File: src/rtl/alu_pkg.sv
// Shared op codes, FSM encoding and flag bundle for the sequenced ALU.
// Latency: n/a (types and constants only).
// Backpressure: n/a.
package alu_pkg;

    localparam logic [3:0] OP_ADD   = 4'd0;
    localparam logic [3:0] OP_SUB   = 4'd1;
    localparam logic [3:0] OP_ADC   = 4'd2;
    localparam logic [3:0] OP_SBC   = 4'd3;
    localparam logic [3:0] OP_AND   = 4'd4;
    localparam logic [3:0] OP_OR    = 4'd5;
    localparam logic [3:0] OP_XOR   = 4'd6;
    localparam logic [3:0] OP_NOT   = 4'd7;
    localparam logic [3:0] OP_SHL   = 4'd8;
    localparam logic [3:0] OP_SHR   = 4'd9;
    localparam logic [3:0] OP_CMP   = 4'd10;
    localparam logic [3:0] OP_PASSB = 4'd11;
    localparam logic [3:0] OP_MUL   = 4'd12;

    typedef enum logic {
        ST_IDLE = 1'b0,
        ST_MUL  = 1'b1
    } state_t;

    typedef struct packed {
        logic n;
        logic z;
        logic c;
        logic v;
    } flags_t;

endpackage

File: src/rtl/alu_mul_iter.sv
// Iterative unsigned shift-add multiplier, one partial-product step per cycle.
// Latency: WIDTH steps after the start edge, then a one-cycle o_done pulse.
// Backpressure: o_busy high while stepping; i_start only honoured in IDLE.
module alu_mul_iter #(
    parameter int WIDTH = 8,
    parameter int CNT_W = $clog2(WIDTH + 1)
) (
    input  logic             i_clk,
    input  logic             i_reset,
    input  logic             i_start,
    input  logic [WIDTH-1:0] i_mcand,
    input  logic [WIDTH-1:0] i_mplier,
    output logic             o_busy,
    output logic             o_done,
    output logic [WIDTH-1:0] o_prod_hi,
    output logic [WIDTH-1:0] o_prod_lo
);
    import alu_pkg::*;

    state_t           state_q, state_d;
    logic [CNT_W-1:0] cnt_q;
    logic [WIDTH-1:0] mcand_q;
    logic [WIDTH-1:0] hi_q;
    logic [WIDTH-1:0] lo_q;
    logic             done_q;
    logic [WIDTH:0]   step_sum;
    logic             last_step;

    // The multiplier sits in lo_q and is consumed LSB first; the product
    // shifts in from the top so {hi_q, lo_q} holds it after WIDTH steps.
    assign step_sum  = {1'b0, hi_q} + (lo_q[0] ? {1'b0, mcand_q} : '0);
    assign last_step = (cnt_q == CNT_W'(WIDTH - 1));

    // State register.
    always_ff @(posedge i_clk) begin
        if (i_reset) state_q <= ST_IDLE;
        else         state_q <= state_d;
    end

    // Next state: leave IDLE on start, return after the final step.
    always_comb begin
        state_d = state_q;
        case (state_q)
            ST_IDLE: if (i_start)   state_d = ST_MUL;
            ST_MUL:  if (last_step) state_d = ST_IDLE;
            default: state_d = ST_IDLE;
        endcase
    end

    // Operand capture, shift-add datapath, step counter and done pulse.
    always_ff @(posedge i_clk) begin
        if (i_reset) begin
            cnt_q   <= '0;
            mcand_q <= '0;
            hi_q    <= '0;
            lo_q    <= '0;
            done_q  <= 1'b0;
        end else begin
            done_q <= 1'b0;
            if (state_q == ST_IDLE && i_start) begin
                mcand_q <= i_mcand;
                lo_q    <= i_mplier;
                hi_q    <= '0;
                cnt_q   <= '0;
            end else if (state_q == ST_MUL) begin
                hi_q <= step_sum[WIDTH:1];
                lo_q <= {step_sum[0], lo_q[WIDTH-1:1]};
                if (last_step) begin
                    cnt_q  <= '0;
                    done_q <= 1'b1;
                end else begin
                    cnt_q <= cnt_q + CNT_W'(1);
                end
            end
        end
    end

    assign o_busy    = (state_q == ST_MUL);
    assign o_done    = done_q;
    assign o_prod_hi = hi_q;
    assign o_prod_lo = lo_q;

endmodule

File: src/rtl/alu_seq.sv
// Registered ALU with NZCV flags and an iterative multiplier for the CPU datapath.
// Latency: 1 edge for single-cycle ops, WIDTH+1 edges for MUL.
// Backpressure: i_start ignored while a MUL is busy or its result is pending.
module alu_seq #(
    parameter int WIDTH = 8,
    parameter int CNT_W = $clog2(WIDTH + 1)
) (
    input  logic             i_clk,
    input  logic             i_reset,
    input  logic             i_start,
    input  logic [3:0]       i_op,
    input  logic [WIDTH-1:0] i_data_a,
    input  logic [WIDTH-1:0] i_data_b,
    input  logic             i_flags_clr,
    output logic [WIDTH-1:0] o_result,
    output logic [WIDTH-1:0] o_result_hi,
    output logic             o_valid,
    output logic             o_busy,
    output logic             o_flag_n,
    output logic             o_flag_z,
    output logic             o_flag_c,
    output logic             o_flag_v
);
    import alu_pkg::*;

    flags_t           flags_q;
    flags_t           alu_flags;
    flags_t           mul_flags;
    logic [WIDTH:0]   res_x;
    logic [WIDTH-1:0] alu_res;
    logic             write_res;
    logic             is_add;
    logic             is_sub;
    logic             accept;
    logic             mul_start;
    logic             mul_busy;
    logic             mul_done;
    logic [WIDTH-1:0] mul_hi;
    logic [WIDTH-1:0] mul_lo;

    // The cycle between the last multiply step and the result register
    // update is also closed to new requests, so a single-cycle op can never
    // collide with a MUL completion.
    assign accept    = i_start && !mul_busy && !mul_done;
    assign mul_start = accept && (i_op == OP_MUL);

    alu_mul_iter #(
        .WIDTH (WIDTH),
        .CNT_W (CNT_W)
    ) u_mul (
        .i_clk     (i_clk),
        .i_reset   (i_reset),
        .i_start   (mul_start),
        .i_mcand   (i_data_a),
        .i_mplier  (i_data_b),
        .o_busy    (mul_busy),
        .o_done    (mul_done),
        .o_prod_hi (mul_hi),
        .o_prod_lo (mul_lo)
    );

    // Single-cycle op decode in WIDTH+1 bits; bit WIDTH is carry/borrow.
    always_comb begin
        res_x     = '0;
        write_res = 1'b1;
        is_add    = 1'b0;
        is_sub    = 1'b0;
        alu_flags = '0;
        case (i_op)
            OP_ADD: begin
                res_x  = {1'b0, i_data_a} + {1'b0, i_data_b};
                is_add = 1'b1;
            end
            OP_ADC: begin
                res_x  = {1'b0, i_data_a} + {1'b0, i_data_b} + {{WIDTH{1'b0}}, flags_q.c};
                is_add = 1'b1;
            end
            OP_SUB: begin
                res_x  = {1'b0, i_data_a} - {1'b0, i_data_b};
                is_sub = 1'b1;
            end
            OP_SBC: begin
                res_x  = {1'b0, i_data_a} - {1'b0, i_data_b} - {{WIDTH{1'b0}}, flags_q.c};
                is_sub = 1'b1;
            end
            OP_CMP: begin
                res_x     = {1'b0, i_data_a} - {1'b0, i_data_b};
                is_sub    = 1'b1;
                write_res = 1'b0;
            end
            OP_AND: res_x = {1'b0, i_data_a & i_data_b};
            OP_OR:  res_x = {1'b0, i_data_a | i_data_b};
            OP_XOR: res_x = {1'b0, i_data_a ^ i_data_b};
            OP_NOT: res_x = {1'b0, ~i_data_a};
            OP_SHL: begin
                res_x       = {1'b0, i_data_a[WIDTH-2:0], 1'b0};
                alu_flags.c = i_data_a[WIDTH-1];
            end
            OP_SHR: begin
                res_x       = {2'b00, i_data_a[WIDTH-1:1]};
                alu_flags.c = i_data_a[0];
            end
            default: res_x = {1'b0, i_data_b};
        endcase
        alu_res     = res_x[WIDTH-1:0];
        alu_flags.n = alu_res[WIDTH-1];
        alu_flags.z = (alu_res == '0);
        if (is_add) begin
            alu_flags.c = res_x[WIDTH];
            alu_flags.v = (i_data_a[WIDTH-1] == i_data_b[WIDTH-1]) &&
                          (alu_res[WIDTH-1] != i_data_a[WIDTH-1]);
        end
        if (is_sub) begin
            alu_flags.c = res_x[WIDTH];
            alu_flags.v = (i_data_a[WIDTH-1] != i_data_b[WIDTH-1]) &&
                          (alu_res[WIDTH-1] != i_data_a[WIDTH-1]);
        end
    end

    // MUL flags: Z over the full product, N from the top of the high half.
    always_comb begin
        mul_flags   = '0;
        mul_flags.n = mul_hi[WIDTH-1];
        mul_flags.z = ({mul_hi, mul_lo} == '0);
        mul_flags.c = (mul_hi != '0);
    end

    // Result, flag and valid registers; flag clear beats any completion.
    always_ff @(posedge i_clk) begin
        if (i_reset) begin
            o_result    <= '0;
            o_result_hi <= '0;
            o_valid     <= 1'b0;
            flags_q     <= '0;
        end else begin
            o_valid <= 1'b0;
            if (mul_done) begin
                o_result    <= mul_lo;
                o_result_hi <= mul_hi;
                flags_q     <= mul_flags;
                o_valid     <= 1'b1;
            end else if (accept && i_op != OP_MUL) begin
                if (write_res) o_result <= alu_res;
                o_result_hi <= '0;
                flags_q     <= alu_flags;
                o_valid     <= 1'b1;
            end
            if (i_flags_clr) flags_q <= '0;
        end
    end

    assign o_busy   = mul_busy;
    assign o_flag_n = flags_q.n;
    assign o_flag_z = flags_q.z;
    assign o_flag_c = flags_q.c;
    assign o_flag_v = flags_q.v;

endmodule
File: config.mk
export PLATFORM = sky130hd
export DESIGN_NAME = alu_seq
export DESIGN_NICKNAME = d
export VERILOG_FILES = /design/src/rtl/alu_pkg.sv /design/src/rtl/alu_mul_iter.sv /design/src/rtl/alu_seq.sv
export SDC_FILE = /design/constraint.sdc
export NUM_CORES = 1
export LEC_CHECK = 0
export CAP_MARGIN = 25
export CORE_UTILIZATION = 62
export DETAILED_ROUTE_END_ITERATION = 7
export PLACE_DENSITY = 0.92
export SLEW_MARGIN = 20
export SYNTH_ARGS = -nofsm -noshare
export SYNTH_HDL_FRONTEND = slang
export SYNTH_HIERARCHICAL = 1
export SYNTH_SLANG_ARGS = --single-unit
export TNS_END_PERCENT = 50
File: constraint.sdc
create_clock -name i_clk -period 8.5 [get_ports i_clk]
set_input_delay 2.125 -clock i_clk [delete_from_list [all_inputs] [get_ports i_clk]]
set_output_delay 2.125 -clock i_clk [all_outputs]
set_load 0.1 [all_outputs]
==> reports/results.tsv, run 1 <==
metric	value	unit
status	completed	
PwrDens	122	nW/um^2
drt drc	0	
top_reg_cell synth	dfxtp_1	
Routability Congestion	0.958	
Final Core Density	72.8	%
Synth-to-Final Area Change	11.8	%
required time worst endpoint	8720	ps
vias per cell	6.64	
port bufs	45	
most common cell in the netlist	nor2_1	
worst-skew pair later-pin latency	300	ps
routed len/inst	19.0	um
Syn Area/Cell	7.55	um^2
Post-Route WL	14.4	mm
asr flop ratio synth	0	%
yosys warns	6	
RSZ-0062 raised after global routing	no	
TritonCTS clock tree	done	
Worst setup SP type	primary input	
Setup Viol. Count Final	0	
Worst VDD drop	0.0869	mV
first-pass GRT wire length	23.0	mm
# rows	31	
Tightest Pin Transition	990	ps
fmax	0.175	GHz
crit path max-delay cell type	clkdlybuf4s50_1	
# diodes	0	
setup_tns	0	ps
Max Root-Sink Buffers	2	
WP data arrival	5940	ps
Post-synth EDFFs	0	
sequential share of the synthesized area	21.3	%
Crit path max-delay family	compound AO/OA/AOI/OAI gates	
final hold vios	0	
via count	5027	
Min-Delay Path Class	reg -> reg	
initial core utilization	65.1	%
Post-Place Cells	749	
I/O pin count	46	
grt total ovfl	0	
total CTS buffers	5	
number of synthesized register bits	51	
Yosys top cell area share	21.3	%
final net count	721	
Max Cap Viol	0	
peak fanout along the critical path	5	
layout cells sized above 1	6.69	%
Slew headroom	33.8	%
P_leak	0.00218	uW
# resized after CTS	0	
Critical Path, Cell by Cell	clkdlybuf4s50_1, ha_1, fa_1, ha_1, a21o_1, a22oi_1, nor3_1, o32ai_1, a41oi_1, or4_1, or4_1, o31ai_2	
R2R setup slack	5300	ps
most common library cells after synthesis	75 x nor2_1, 59 x nand2_1, 58 x a21oi_1, 51 x dfxtp_1, 37 x ha_1	
CTS sink count	51	
Cell variety after synth	79	
H-tree level count	2	
vias in the first global route	4656	
Yosys top cell by area	dfxtp_1	
DRT antenna net count	0	
slowest stage delay, CP	580	ps
Synth Cell Area	4790	um^2
Root Buffer	clkbuf_8	
initial antenna violation count	0	
Synth Instances	635	
Period minus WS final	5720	ps
Setup Buffers After CTS	0	
syn_nets	699	
part of the cycle the worst path needs	67.3	%
die height	89.9	um
largest net degree at the start of global routing	50	
CTS Hold Bufs	0	
worst slack on hold paths	460	ps
full die area	8090	um^2
GRT Resource Usage Total	35.1	%
Die Wd	89.9	um
DP Wirelength	10.5	mm
CTS clk-pin slew, worst paths	90	ps
initial DRC count	688	
Max Slew Vio Count	0	
synth top area cells	dfxtp_1 21%, ha_1 9.7%, a21oi_1 6.1%, nor2_1 5.9%, nand2_1 4.6%	
fillcell total	621	
core area	7370	um^2
Crit Path Class	in -> reg	
DRT Pass-1 Iters	5	
maximum clock skew at final layout	6.10	ps
worst path buffer plus inverter count	1	
Worst Setup End Kind	register	
Finished Layout Cells	757	
where the power goes:
group / switching, uW / internal (uW) / total [uW] / leakage [uW]
sequential: 4.41 / 244 / 249 / 0.000413
clock: 80.4 / 87.7 / 168 / 0.0000581
combinational: 154 / 83.4 / 237 / 0.00170
state kept, by name, summed over array words and instances, names as in the netlist:
signal and count:
o_result_hi 8, u_mul/mcand_q 8, u_mul/cnt_q 4, o_result 8, o_flag_v 1, u_mul/o_prod_hi 8
u_mul/o_busy 1, o_valid 1, o_flag_n 1, u_mul/o_done 1, o_flag_c 1, u_mul/o_prod_lo 8
o_flag_z 1
per-stage QoR:
stage                     setup WS (ps)  cell area (um^2)  power (uW)
final                              2780              5360         654
after global routing               2610              5360         685
after CTS                          2820              5350         649
after detailed placement           2520              5240         483
after global placement             2600              5240         481
after floorplan                    3480              4790         423
placed cells by master (no fill, tap or decap), types with 8 or more instances in the layout:
cell type	netlist	routed
xnor2_1	12	12
nor2_1	75	75
clkdlybuf4s50_1	0	45
nor2b_1	12	12
nor4_1	8	8
nor3_1	18	18
a22oi_1	8	8
nand2_1	59	59
inv_1	31	31
dfxtp_1	51	51
buf_4	2	9
nor3b_1	18	18
nand3_1	9	9
o21ai_0	24	24
ha_1	37	37
and2_1	11	11
xor2_1	9	9
mux2i_1	14	14
a21oi_1	58	58
metal layers:
layer | global-route usage (%) | wire length, um | up-vias
met2 | 53.1 | 6230 | 311
met3 | 7.28 | 1660 | 31
met5 | 0 | 0 | -
li1 | - | - | 2346
met4 | 10.1 | 289 | 0
met1 | 50.2 | 6180 | 2339
final timing paths:
kind                                       start  cells past startpoint          endpoint
worst max-delay path                 i_data_b[0]                     12          o_flag_z
worst min-delay path            u_mul/mcand_q[5]                      2  u_mul/mcand_q[5]
worst max register to register          o_flag_c                     10          o_flag_z
worst min register to register  u_mul/mcand_q[5]                      2  u_mul/mcand_q[5]
cell type report:
type                       instances  area [um^2]  area share (%)
clock buffer                       5         68.8            1.28
clock inverter                     3         43.8           0.817
inverter                          32          120            2.24
multi-input combinational        513         3470            64.7
sequential                        51         1020            19.0
tap                               99          124            2.31
timing repair buffer              54          518            9.66
worst reg2reg max path, delay by kind of cell (launching register included):
family / cells / cell delay [ps]
compound gates: 5 / 1170
flops: 1 / 400
fa+ha+maj: 2 / 490
simple gates: 3 / 1090
logic make-up (layout without fill, tap and decap cells):
logic type	after synthesis	in the layout	synth area share [%]
mux	16	16	3.63
simple gates	253	253	26.6
buf+inv	71	94	6.71
flops	51	51	21.3
compound gates	181	181	26.0
xor+xnor	23	23	4.78
fa+ha+maj	40	40	10.9
No activity file was read; power rests on OpenSTA's default activity.
==> inputs of run 2 (changes only) <==
--- a/config.mk
+++ b/config.mk
@@ -6,9 +6,9 @@
 export NUM_CORES = 1
 export LEC_CHECK = 0
 export CAP_MARGIN = 25
-export CORE_UTILIZATION = 62
+export CORE_UTILIZATION = 53
 export DETAILED_ROUTE_END_ITERATION = 7
-export PLACE_DENSITY = 0.92
+export PLACE_DENSITY = 0.85
 export SLEW_MARGIN = 20
 export SYNTH_ARGS = -nofsm -noshare
 export SYNTH_HDL_FRONTEND = slang
==> constraint.sdc (replaced) <==
create_clock -name i_clk -period 4.9 [get_ports i_clk]
set_input_delay 1.225 -clock i_clk [delete_from_list [all_inputs] [get_ports i_clk]]
set_output_delay 1.225 -clock i_clk [all_outputs]
set_load 0.1 [all_outputs]
==> reports/results.tsv, run 2 (synthesized netlist as in run 1, its figures left out) <==
metric	value	unit	change
# rows	34		+9.7%
WP data arrival	4850	ps	-1090 ps
peak fanout along the critical path	4		-1
# diodes	0		unchanged
Post-Route WL	15.2	mm	+5.9%
H-tree level count	2		unchanged
P_leak	0.00228	uW	+4.7%
net load switching power	423	uW	+77%
Synth-to-Final Area Change	15.4	%	
Routability Congestion	0.966		+0.87%
final instance area	5540	um^2	+3.2%
RSZ-0062 raised after global routing	no		
Cell Area, Placed	5420	um^2	+3.5%
layout cells sized above 1	9.57	%	+2.9 points
Min-Delay Path Class	reg -> reg		
GRT Resource Usage Total	32.0	%	-3.1 points
core area	8720	um^2	+18%
setup_tns	0	ps	unchanged
TritonCTS clock tree	done		
DRT antenna net count	0		unchanged
part of the power in registers	37.2	%	-0.8 points
port bufs	45		unchanged
Internal Power	735	uW	+77%
Max Root-Sink Buffers	2		unchanged
most common cell after layout, fill and taps aside	nor2_1		
initial DRC count	593		-14%
final net count	742		+2.9%
Die Wd	97.1	um	+8.0%
PwrDens	209	nW/um^2	+71%
via count	5158		+2.6%
worst-skew pair later-pin latency	300	ps	about the same
crit path max-delay cell type	or4_1		
die height	97.1	um	+8.0%
Max Slew Vio Count	0		unchanged
worst path buffer plus inverter count	1		unchanged
Comb power frac	37.3	%	+1.0 points
Tightest Pin Transition	1000	ps	+12.7 ps
Max Cap Viol	0		unchanged
R2R setup slack	1770	ps	-3530 ps
routed len/inst	19.3	um	+1.8%
commonest cells after routing, fill and taps aside	75 x nor2_1, 59 x nand2_1, 58 x a21oi_1, 51 x dfxtp_1, 45 x clkdlybuf4s50_1		
CTS sink count	51		unchanged
switching fraction of total power	36.5	%	+0.048 points
full die area	9430	um^2	+17%
Crit Path Class	in -> reg		
Worst VDD drop	0.200	mV	+130%
required time worst endpoint	5120	ps	-3600 ps
initial antenna violation count	0		unchanged
slowest stage delay, CP	550	ps	-30 ps
part of the cycle the worst path needs	94.4	%	
initial core utilization	55.0	%	-10 points
Period minus WS final	4630	ps	
maximum clock skew at final layout	12.1	ps	+6.00 ps
CTS clk-pin slew, worst paths	100	ps	about the same
largest net degree at the start of global routing	48		-4.0%
Setup Buffers After CTS	0		unchanged
Worst setup SP type	primary input		
DP Wirelength	11.5	mm	+8.8%
Setup Viol. Count Final	0		unchanged
fmax	0.216	GHz	
status	completed		
drt drc	0		unchanged
DRT Pass-1 Iters	6		+1
vias in the first global route	4808		+3.3%
CTS Hold Bufs	0		unchanged
total CTS buffers	5		unchanged
vias per cell	6.55		-1.3%
first-pass GRT wire length	24.6	mm	+6.7%
Slew headroom	32.9	%	-0.85 points
clock power share	25.5	%	-0.2 points
# resized after CTS	0		unchanged
grt total ovfl	0		unchanged
Crit path max-delay family	compound AO/OA/AOI/OAI gates		
Critical Path, Cell by Cell	clkdlybuf4s50_1, ha_1, fa_1, ha_1, a21o_1, a22oi_1, nor3_1, o32ai_1, a41oi_1, or4_1, or4_1, o31ai_2		
I/O pin count	46		unchanged
Root Buffer	clkbuf_8		
Worst Setup End Kind	register		
final hold vios	0		unchanged
[run 2: changes by cell type in the layout (fill, tap and decap cells not counted), sizes merged]
cell and delta:
buf +21
[run 2: layout make-up]
type | instances | area (um^2)
multi-input combinational | 513 | 3460
fill | 785 | 3190
sequential | 51 | 1020
timing repair buffer | 75 | 688
tap | 108 | 135
inverter | 32 | 120
clock buffer | 5 | 68.8
clock inverter | 3 | 43.8
[run 2: worst paths after layout]
path	cells past startpoint	start	end
worst max-delay path	12	i_data_a[0]	o_flag_z
worst min-delay path	2	u_mul/mcand_q[3]	u_mul/mcand_q[3]
worst max register to register	10	o_flag_c	o_flag_z
worst min register to register	2	u_mul/mcand_q[3]	u_mul/mcand_q[3]
[run 2: per-stage QoR]
step / power [uW] / hold slack [ps] / utilization, % / std cells / setup slack, ps
detailed placement: 861 / 446 / 62.2 / 779 / 3.10
finish: 1160 / 460 / 63.5 / 787 / 274
CTS: 1150 / 458 / 63.5 / 787 / 311
global route: 1210 / 481 / 63.5 / 787 / 164
global placement: 857 / 443 / 62.2 / 779 / 95.1
floorplan: 734 / 432 / - / 635 / 781
[run 2: metal layers]
layer / up-vias / routed length, um / track usage, %
met5: - / 0 / 0
met4: 0 / 362 / 8.73
met3: 39 / 1520 / 4.24
met2: 331 / 6710 / 49.5
met1: 2398 / 6610 / 46.6
li1: 2390 / - / -
[run 2: power by group through the flow]
| stage | Sequential, uW | Clock [uW] | Combinational, uW |
|---|---|---|---|
| 3_3_place_gp | 440 | 0 | 417 |
| 4_1_cts | 431 | 295 | 423 |
| 3_5_place_dp | 440 | 0 | 421 |
| 2_1_floorplan | 493 | 0 | 241 |
| 5_1_grt | 432 | 315 | 462 |
| 6_report | 431 | 295 | 432 |
[run 2: worst min-delay path: stages (launching register included)]
cell	delay [ps]
dfxtp_1	320
nand2_1	50
a21oi_1	50
